**src/rtl/piso_pkg.sv**
```systemverilog
// rtl/piso_pkg.sv - shared types and constants for the piso_tx transmitter
//   state_t       : FSM state encoding (IDLE, SHIFT, PAR; PAR is only used
//                   when PISO_TX_PARITY_EN is defined)
//   cnt_w()       : width of the bit counter for a given word width
//   DEFAULT_WIDTH : default data word width
package piso_pkg;

  localparam int DEFAULT_WIDTH = 4;

  typedef enum logic [1:0] {
    IDLE  = 2'd0,
    SHIFT = 2'd1,
    PAR   = 2'd2
  } state_t;

  function automatic int cnt_w(input int width);
    return $clog2(width);
  endfunction

endpackage

```
**src/rtl/piso_hold_buf.sv**
```systemverilog
// rtl/piso_hold_buf.sv - one-entry holding buffer in front of the shift register
//   clk, rst  : clock, asynchronous active-low reset
//   din       : word offered by the source
//   din_valid : din holds a word
//   din_ready : buffer empty; a word is taken on an edge with din_valid && din_ready
//   dout      : buffered word
//   full      : buffer holds a word
//   pop       : consumer takes dout this edge (only meaningful while full)
module piso_hold_buf #(
  parameter int WIDTH = 4
) (
  input  logic             clk,
  input  logic             rst,
  input  logic [WIDTH-1:0] din,
  input  logic             din_valid,
  output logic             din_ready,
  output logic [WIDTH-1:0] dout,
  output logic             full,
  input  logic             pop
);

  // Ready comes straight from the flag, so there is no path from din_valid.
  assign din_ready = !full;

  // Push needs an empty buffer and pop needs a full one, so they never coincide.
  always_ff @(posedge clk or negedge rst) begin
    if (!rst) begin
      full <= 1'b0;
      dout <= '0;
    end else if (din_valid && !full) begin
      dout <= din;
      full <= 1'b1;
    end else if (pop) begin
      full <= 1'b0;
    end
  end

endmodule

```
**src/rtl/piso_tx.sv**
```systemverilog
// rtl/piso_tx.sv - parallel-in serial-out transmitter with one-word holding buffer
//   Optional macro PISO_TX_PARITY_EN appends an even-parity bit to each frame.
//   clk, rst    : clock, asynchronous active-low reset
//   din         : WIDTH-bit parallel word
//   din_valid   : din holds a word to send
//   din_ready   : holding buffer empty
//   so          : serial data (0 whenever so_valid is low)
//   so_valid    : so carries a frame bit
//   frame_start : first bit of a frame
//   frame_done  : last bit of a frame (the parity bit when parity is enabled)
//   busy        : FSM not idle or holding buffer full
module piso_tx
  import piso_pkg::*;
#(
  parameter int WIDTH     = DEFAULT_WIDTH,
  parameter bit MSB_FIRST = 1'b1
) (
  input  logic             clk,
  input  logic             rst,
  input  logic [WIDTH-1:0] din,
  input  logic             din_valid,
  output logic             din_ready,
  output logic             so,
  output logic             so_valid,
  output logic             frame_start,
  output logic             frame_done,
  output logic             busy
);

  localparam int              CW   = cnt_w(WIDTH);
  localparam logic [CW-1:0]   LAST = CW'(WIDTH - 1);

  state_t           state;
  logic [WIDTH-1:0] sr;
  logic [WIDTH-1:0] sr_shift;
  logic [WIDTH-1:0] hb;
  logic             hb_full;
  logic             hb_pop;
  logic [CW-1:0]    cnt;
  logic             last_bit;
  logic             data_bit;

  piso_hold_buf #(
    .WIDTH(WIDTH)
  ) u_hold_buf (
    .clk      (clk),
    .rst      (rst),
    .din      (din),
    .din_valid(din_valid),
    .din_ready(din_ready),
    .dout     (hb),
    .full     (hb_full),
    .pop      (hb_pop)
  );

  assign last_bit = (cnt == LAST);

  // The bit on so always sits at the output end of sr; shift toward that end.
  assign data_bit = MSB_FIRST ? sr[WIDTH-1] : sr[0];
  assign sr_shift = MSB_FIRST ? {sr[WIDTH-2:0], 1'b0} : {1'b0, sr[WIDTH-1:1]};

  // Every sr load is a pop of the holding buffer; the FSM uses hb_pop as its
  // load strobe so the two can never disagree.
  always_comb begin
    hb_pop = 1'b0;
    case (state)
      IDLE:  hb_pop = hb_full;
`ifdef PISO_TX_PARITY_EN
      PAR:   hb_pop = hb_full;
`else
      SHIFT: hb_pop = hb_full && last_bit;
`endif
      default: hb_pop = 1'b0;
    endcase
  end

  always_ff @(posedge clk or negedge rst) begin
    if (!rst) begin
      state <= IDLE;
      sr    <= '0;
      cnt   <= '0;
    end else begin
      case (state)
        IDLE: begin
          if (hb_pop) begin
            sr    <= hb;
            cnt   <= '0;
            state <= SHIFT;
          end
        end
        SHIFT: begin
          if (!last_bit) begin
            sr  <= sr_shift;
            cnt <= cnt + CW'(1);
          end else begin
            cnt <= '0;
`ifdef PISO_TX_PARITY_EN
            sr    <= sr_shift;
            state <= PAR;
`else
            // Reload on the last-bit edge keeps back-to-back frames gapless.
            if (hb_pop) begin
              sr <= hb;
            end else begin
              sr    <= sr_shift;
              state <= IDLE;
            end
`endif
          end
        end
`ifdef PISO_TX_PARITY_EN
        PAR: begin
          cnt <= '0;
          if (hb_pop) begin
            sr    <= hb;
            state <= SHIFT;
          end else begin
            state <= IDLE;
          end
        end
`endif
        default: begin
          state <= IDLE;
          cnt   <= '0;
        end
      endcase
    end
  end

`ifdef PISO_TX_PARITY_EN
  // Parity of the word entering sr, captured alongside the load.
  logic par;

  always_ff @(posedge clk or negedge rst) begin
    if (!rst) begin
      par <= 1'b0;
    end else if (hb_pop) begin
      par <= ^hb;
    end
  end

  assign so          = (state == SHIFT) ? data_bit : ((state == PAR) ? par : 1'b0);
  assign so_valid    = (state == SHIFT) || (state == PAR);
  assign frame_done  = (state == PAR);
`else
  assign so          = (state == SHIFT) ? data_bit : 1'b0;
  assign so_valid    = (state == SHIFT);
  assign frame_done  = (state == SHIFT) && last_bit;
`endif

  assign frame_start = (state == SHIFT) && (cnt == '0);
  assign busy        = (state != IDLE) || hb_full;

endmodule

```
**config.mk**
```make
export PLATFORM = sky130hd
export DESIGN_NAME = piso_tx
export DESIGN_NICKNAME = d
export VERILOG_FILES = /design/src/rtl/piso_pkg.sv /design/src/rtl/piso_hold_buf.sv /design/src/rtl/piso_tx.sv
export SDC_FILE = /design/constraint.sdc
export NUM_CORES = 1
export LEC_CHECK = 0
export BUFFER_PORTS_ARGS = -buffer_cell sky130_fd_sc_hd__buf_2
export CAP_MARGIN = 30
export CELL_PAD_IN_SITES_DETAIL_PLACEMENT = 1
export CELL_PAD_IN_SITES_GLOBAL_PLACEMENT = 1
export CORE_MARGIN = 2
export CORE_UTILIZATION = 37
export DETAILED_ROUTE_END_ITERATION = 12
export HOLD_SLACK_MARGIN = 0.1
export PLACE_DENSITY_LB_ADDON = 0.1
export SYNTH_ARGS = -nofsm -noshare
export SYNTH_HDL_FRONTEND = slang
export SYNTH_HIERARCHICAL = 1
export SYNTH_SLANG_ARGS = --single-unit
export TNS_END_PERCENT = 10
```
**constraint.sdc**
```tcl
create_clock -name clk -period 1.2 [get_ports clk]
set_input_delay 0.3 -clock clk [delete_from_list [all_inputs] [get_ports clk]]
set_output_delay 0.3 -clock clk [all_outputs]
set_load 0.1 [all_outputs]
```
==> results of run 1 <==
cells by family (layout without fill, tap and decap cells):
logic type      Yosys count  after routing  share of synthesized area, %
flops                    12             12                          48.1
simple gates             12             12                          14.2
compound gates            9              9                          13.6
buf+inv                   7             32                          8.02
mux                       5              5                          12.0
fa+ha+maj                 2              2                          4.01
per-stage QoR:
step	area (um^2)	setup WS, ps	TNS [ps]	std cells	util (%)
final	917	-317	-1500	88	59.5
after global routing	917	-384	-2070	88	59.5
after CTS	908	-323	-1670	88	58.9
after detailed placement	823	-78.9	-321	80	53.4
after global placement	823	-60.7	-317	80	53.4
after floorplan	632	-443	-2130	47	-
metal layers:
metal  vias to the layer above  global-route usage (%)  wire length (um)
li1                        215                       -                 -
met1                       209                    17.3               476
met2                        12                    24.9               608
met3                         0                    3.60                56
met4                         0                    5.29                 0
met5                         -                       0                 0
worst max path at each step:
stage / from / to / depth (start not counted)
global route: state[0] / busy / 3
global placement: cnt[0] / frame_start / 4
floorplan: state[0] / busy / 3
detailed placement: cnt[0] / frame_start / 4
finish: cnt[0] / frame_start / 4
CTS: cnt[0] / frame_start / 4
layout by cell type, fill, tap and decap left out, drive strengths merged, types with 2 or more instances in the layout:
master / count
o221a: 3
and2: 3
ha: 2
mux2: 5
nor2b: 4
clkbuf: 4
nand2: 2
dfrtp: 12
buf: 22
nand2b: 2
inv: 4
a211o: 3
Yosys cell counts:
master,n,area (um^2)
mux2_4,5,75.1
nand2b_2,1,8.76
o21bai_1,1,7.51
buf_12,1,20.0
nand2_1,2,7.51
ha_1,2,25.0
inv_1,5,18.8
o31ai_1,1,7.51
a211o_1,3,26.3
nand2b_1,1,6.26
and2_2,3,22.5
buf_6,1,11.3
nor2b_4,1,13.8
nor2b_1,3,18.8
nor2_4,1,11.3
o221a_2,3,33.8
a32o_1,1,10.0
dfrtp_1,12,300
worst reg2reg max path: stages, from the launching register on:
cell and delay (ps):
dfrtp_2 480, buf_6 160, buf_4 130, a211o_1 220, o221a_2 120
sequential cells by signal (all words and copies together) (netlist names):
signal	flops
state	1
u_hold_buf/full	1
u_hold_buf/dout	4
cnt	2
sr	4
area by class of cell:
class / instances / area, um^2 / area share, %
tap: 16 / 20.0 / 2.18
timing repair buffer: 23 / 239 / 26.1
multi-input combinational: 28 / 294 / 32.1
inverter: 5 / 22.5 / 2.46
clock buffer: 4 / 36.3 / 3.96
sequential: 12 / 305 / 33.3
timing repair:
item	CTS	global route
hold buffers	1	0
buffers inserted	3	0
pin swaps	2	1
endpoints found under the setup margin	11	10
gates resized for setup	9	2
endpoints found under the hold margin	12	0
==> results.yml, run 1 <==
cts:
  cts_max_level: 1
  cts.path.max_buffers: 2
  cts.sinks: 12
  cts_buffers: 3
  root_buffer: "clkbuf_4"
  insertion_delay_ps: 270
  cts.clk_slew.worst_paths_ps: 80
  cts_tree: "built"
grt:
  grt_pass1_wl_mm: 2.10
  grt_overflow_total: 0
  grt_pass1_vias: 491
  grt_max_degree: 13
  grt_antenna_before_repair: 0
  grt_use_total_pct: 14.4
placement:
  io_buffers: 12
  dp_hpwl_um: 872
  gp_congestion: 0.687
route:
  drt_iter0_drc: 4
  via_count: 436
  drcViolationCount: 0
  wl_per_cell_um: 13.0
  drtPass1Iterations: 2
  routed_wl_mm: 1.14
  ant_nets: 0
  routed_via_density: 4.95
cells_and_area:
  layout.nets: 82
  drive_above_1_share_pct: 66.7
  fillers: 160
  antenna_cells: 0
  area.growth.synth_to_final_pct: 46.9
flow_run:
  maxCapViolCount: 0
floorplanning:
  dieArea_mm2: 0.00203
  fp.coreArea_mm2: 0.00154
  die_h_um: 45.1
  die_w_um: 45.1
  rows: 14
  initial_utilization_pct: 40.5
  ios: 13
sta:
  finalHoldViolations: 0
  setup_ws_ps: -317
  relSlewSlack_pct: 81.7
  min_period_ps: 1520
  worst_slew_pin_slew_ps: 275
  holdWs_ps: 255
  slew_violations: 0
  min_period_over_period_pct: 126
  finalSetupViolations: 8
  clock_skew_ps: 2.39
  rsz0062_at_grt: "true"
  fmax_mhz: 659
critical_path:
  cp_max_fo: 3
  r2r-start: "u_hold_buf/full"
  cp.required_ps: 900
  crit_arrival_ps: 1220
  reg2reg_to: "sr[3]"
  worst_r2r_path_depth: 4
  slowest_delay_ps: 400
  critical-path-top-delay-family: "flip-flops"
  path_buf_inv: 2
  crit_chain: "inv_1 -> ha_2 -> and2_4 -> buf_12"
  ff2ff_setup_slack_ps: 0
  crit_type: "register to output port"
  cp-end-kind: "output port"
  startpoint_type: "register"
  critPathSlowestCell: "dfrtp_1"
status:
  status: "finished with violations"
  violations: "setup timing"
yosys:
  synth_seq_cells: 12
  netlist_area_um2: 624
  ys_warn_count: 6
  syn_nets: 56
  syn-mean-instance-area_um2: 13.3
  ys_seq_area_share_pct: 48.1
  synthCells: 47
  yosysUniqueCellTypes: 18
hold_path:
  hold_class: "input port to register"
  worstHoldStart: "din[3]"
  whs_path_depth: 2
  min_to: "u_hold_buf/dout[3]"
Power of run 1 is left out: the tool's default activity adds up to more than one toggle a clock period on the data nets, which glitch-free logic cannot reach.
==> inputs of run 2 (changes only) <==
--- a/config.mk
+++ b/config.mk
@@ -10,7 +10,7 @@
 export CELL_PAD_IN_SITES_DETAIL_PLACEMENT = 1
 export CELL_PAD_IN_SITES_GLOBAL_PLACEMENT = 1
 export CORE_MARGIN = 2
-export CORE_UTILIZATION = 37
+export CORE_UTILIZATION = 40
 export DETAILED_ROUTE_END_ITERATION = 12
 export HOLD_SLACK_MARGIN = 0.1
 export PLACE_DENSITY_LB_ADDON = 0.1
==> constraint.sdc (replaced) <==
create_clock -name clk -period 1.4 [get_ports clk]
set_input_delay 0.35 -clock clk [delete_from_list [all_inputs] [get_ports clk]]
set_output_delay 0.35 -clock clk [all_outputs]
set_load 0.1 [all_outputs]
==> run 2 against run 1 <==
The run still ends with setup timing left; die area fell by 6.9%; utilization about the same; worst hold slack better by 53 ps; first-iteration DRC count fell by 75%; cell count fell by 2.3%.
==> results.yml, run 2 (synthesis results as in run 1) <==
critical_path:
  startpoint_type: "register"
  slowest_delay_ps: 520
  critPathSlowestCell: "dfrtp_4"
  crit_type: "register to output port"
  crit_chain: "nor2_4 -> clkinvlp_4 -> buf_12"
  path_buf_inv: 2
  cp_max_fo: 6
  cp-end-kind: "output port"
  crit_arrival_ps: 1190
  ff2ff_setup_slack_ps: 80
  cp.required_ps: 1050
  critical-path-top-delay-family: "flip-flops"
status:
  status: "finished with violations"
  violations: "setup timing"
sta:
  slew_violations: 0
  min_period_over_period_pct: 110
  clock_skew_ps: 8.81
  worst_slew_pin_slew_ps: 268
  relSlewSlack_pct: 82.1
  finalSetupViolations: 5
  setup_ws_ps: -144
  min_period_ps: 1540
  rsz0062_at_grt: "true"
  finalHoldViolations: 0
  fmax_mhz: 648
grt:
  grt_use_total_pct: 14.1
  grt_pass1_vias: 447
  grt_antenna_before_repair: 0
  grt_overflow_total: 0
  grt_pass1_wl_mm: 1.88
  grt_max_degree: 13
floorplanning:
  ios: 13
  dieArea_mm2: 0.00189
  die_w_um: 43.5
  rows: 14
  fp.coreArea_mm2: 0.00149
  die_h_um: 43.5
  initial_utilization_pct: 41.9
route:
  drtPass1Iterations: 2
  drcViolationCount: 0
  drt_iter0_drc: 1
  routed_wl_mm: 1.10
  ant_nets: 0
  routed_via_density: 5.12
  wl_per_cell_um: 12.8
  via_count: 440
cells_and_area:
  antenna_cells: 0
  drive_above_1_share_pct: 64.3
  fin_area_um2: 886
  layout.nets: 80
  layout_commonest_cell: "dfrtp_1"
  largestRegisters: "sr x4, u_hold_buf/dout x4, cnt x2"
  area.growth.synth_to_final_pct: 41.9
  final_cell_mix: "dfrtp_1 (10), buf_4 (8), buf_2 (6), buf_12 (6), mux2_4 (5)"
placement:
  dpl_cell_area_um2: 786
  place_ws_ps: 57.7
  io_buffers: 12
  gp_congestion: 0.690
  dp_hpwl_um: 835
flow_run:
  maxCapViolCount: 0
cts:
  cts_buffers: 3
  cts_tree: "built"
  cts.sinks: 12
  cts_max_level: 1
  cts.clk_slew.worst_paths_ps: 70
  insertion_delay_ps: 270
  root_buffer: "clkbuf_4"
  cts.path.max_buffers: 2
hold_path:
  hold_class: "input port to register"
run 2: area by class of cell:
class	count	area, um^2
Inverter	5	22.5
Sequential cell	12	305
Clock buffer	4	26.3
Tap cell	16	20.0
Multi-Input combinational cell	28	292
Fill cell	149	603
Timing Repair Buffer	21	220
run 2: metrics by stage:
step | instances | utilization [%] | hold WS (ps) | TNS [ps]
after floorplan | 47 | - | 54.4 | -968
after global placement | 75 | 52.8 | 230 | 0
after detailed placement | 75 | 52.8 | 244 | 0
after CTS | 83 | 57.1 | 298 | -730
after global routing | 86 | 59.5 | 298 | -806
final | 86 | 59.5 | 308 | -577
run 2: metal layers:
| layer | vias up | global-route usage [%] | part of all wire (%) |
|---|---|---|---|
| met5 | - | 0 | 0 |
| met4 | 0 | 10.9 | 3.1 |
| met3 | 4 | 1.25 | 4.0 |
| met2 | 13 | 23.3 | 50 |
| met1 | 215 | 16.8 | 42 |
| li1 | 208 | - | - |
run 2: worst paths after layout:
| check | startpoint | endpoint | cells after the start |
|---|---|---|---|
| worst min-delay path | din[0] | u_hold_buf/dout[0] | 2 |
| min in group asynchronous | rst | cnt[0] | 2 |
| worst max register to register | state[0] | sr[1] | 4 |
| worst min register to register | u_hold_buf/dout[2] | u_hold_buf/dout[2] | 1 |
| worst max-delay path | state[0] | busy | 3 |
| max in group asynchronous | rst | state[0] | 2 |
run 2: repair_timing:
action | 4_1_cts | 5_1_grt
hold endpoints to repair | 12 | 0
gates resized for setup | 3 | 6
hold buffers | 1 | 0
setup endpoints to repair | 5 | 5
cloned | 0 | 0
buffers inserted | 3 | 3
pin swaps | 2 | 2
Power of run 2 is left out for the same reason.
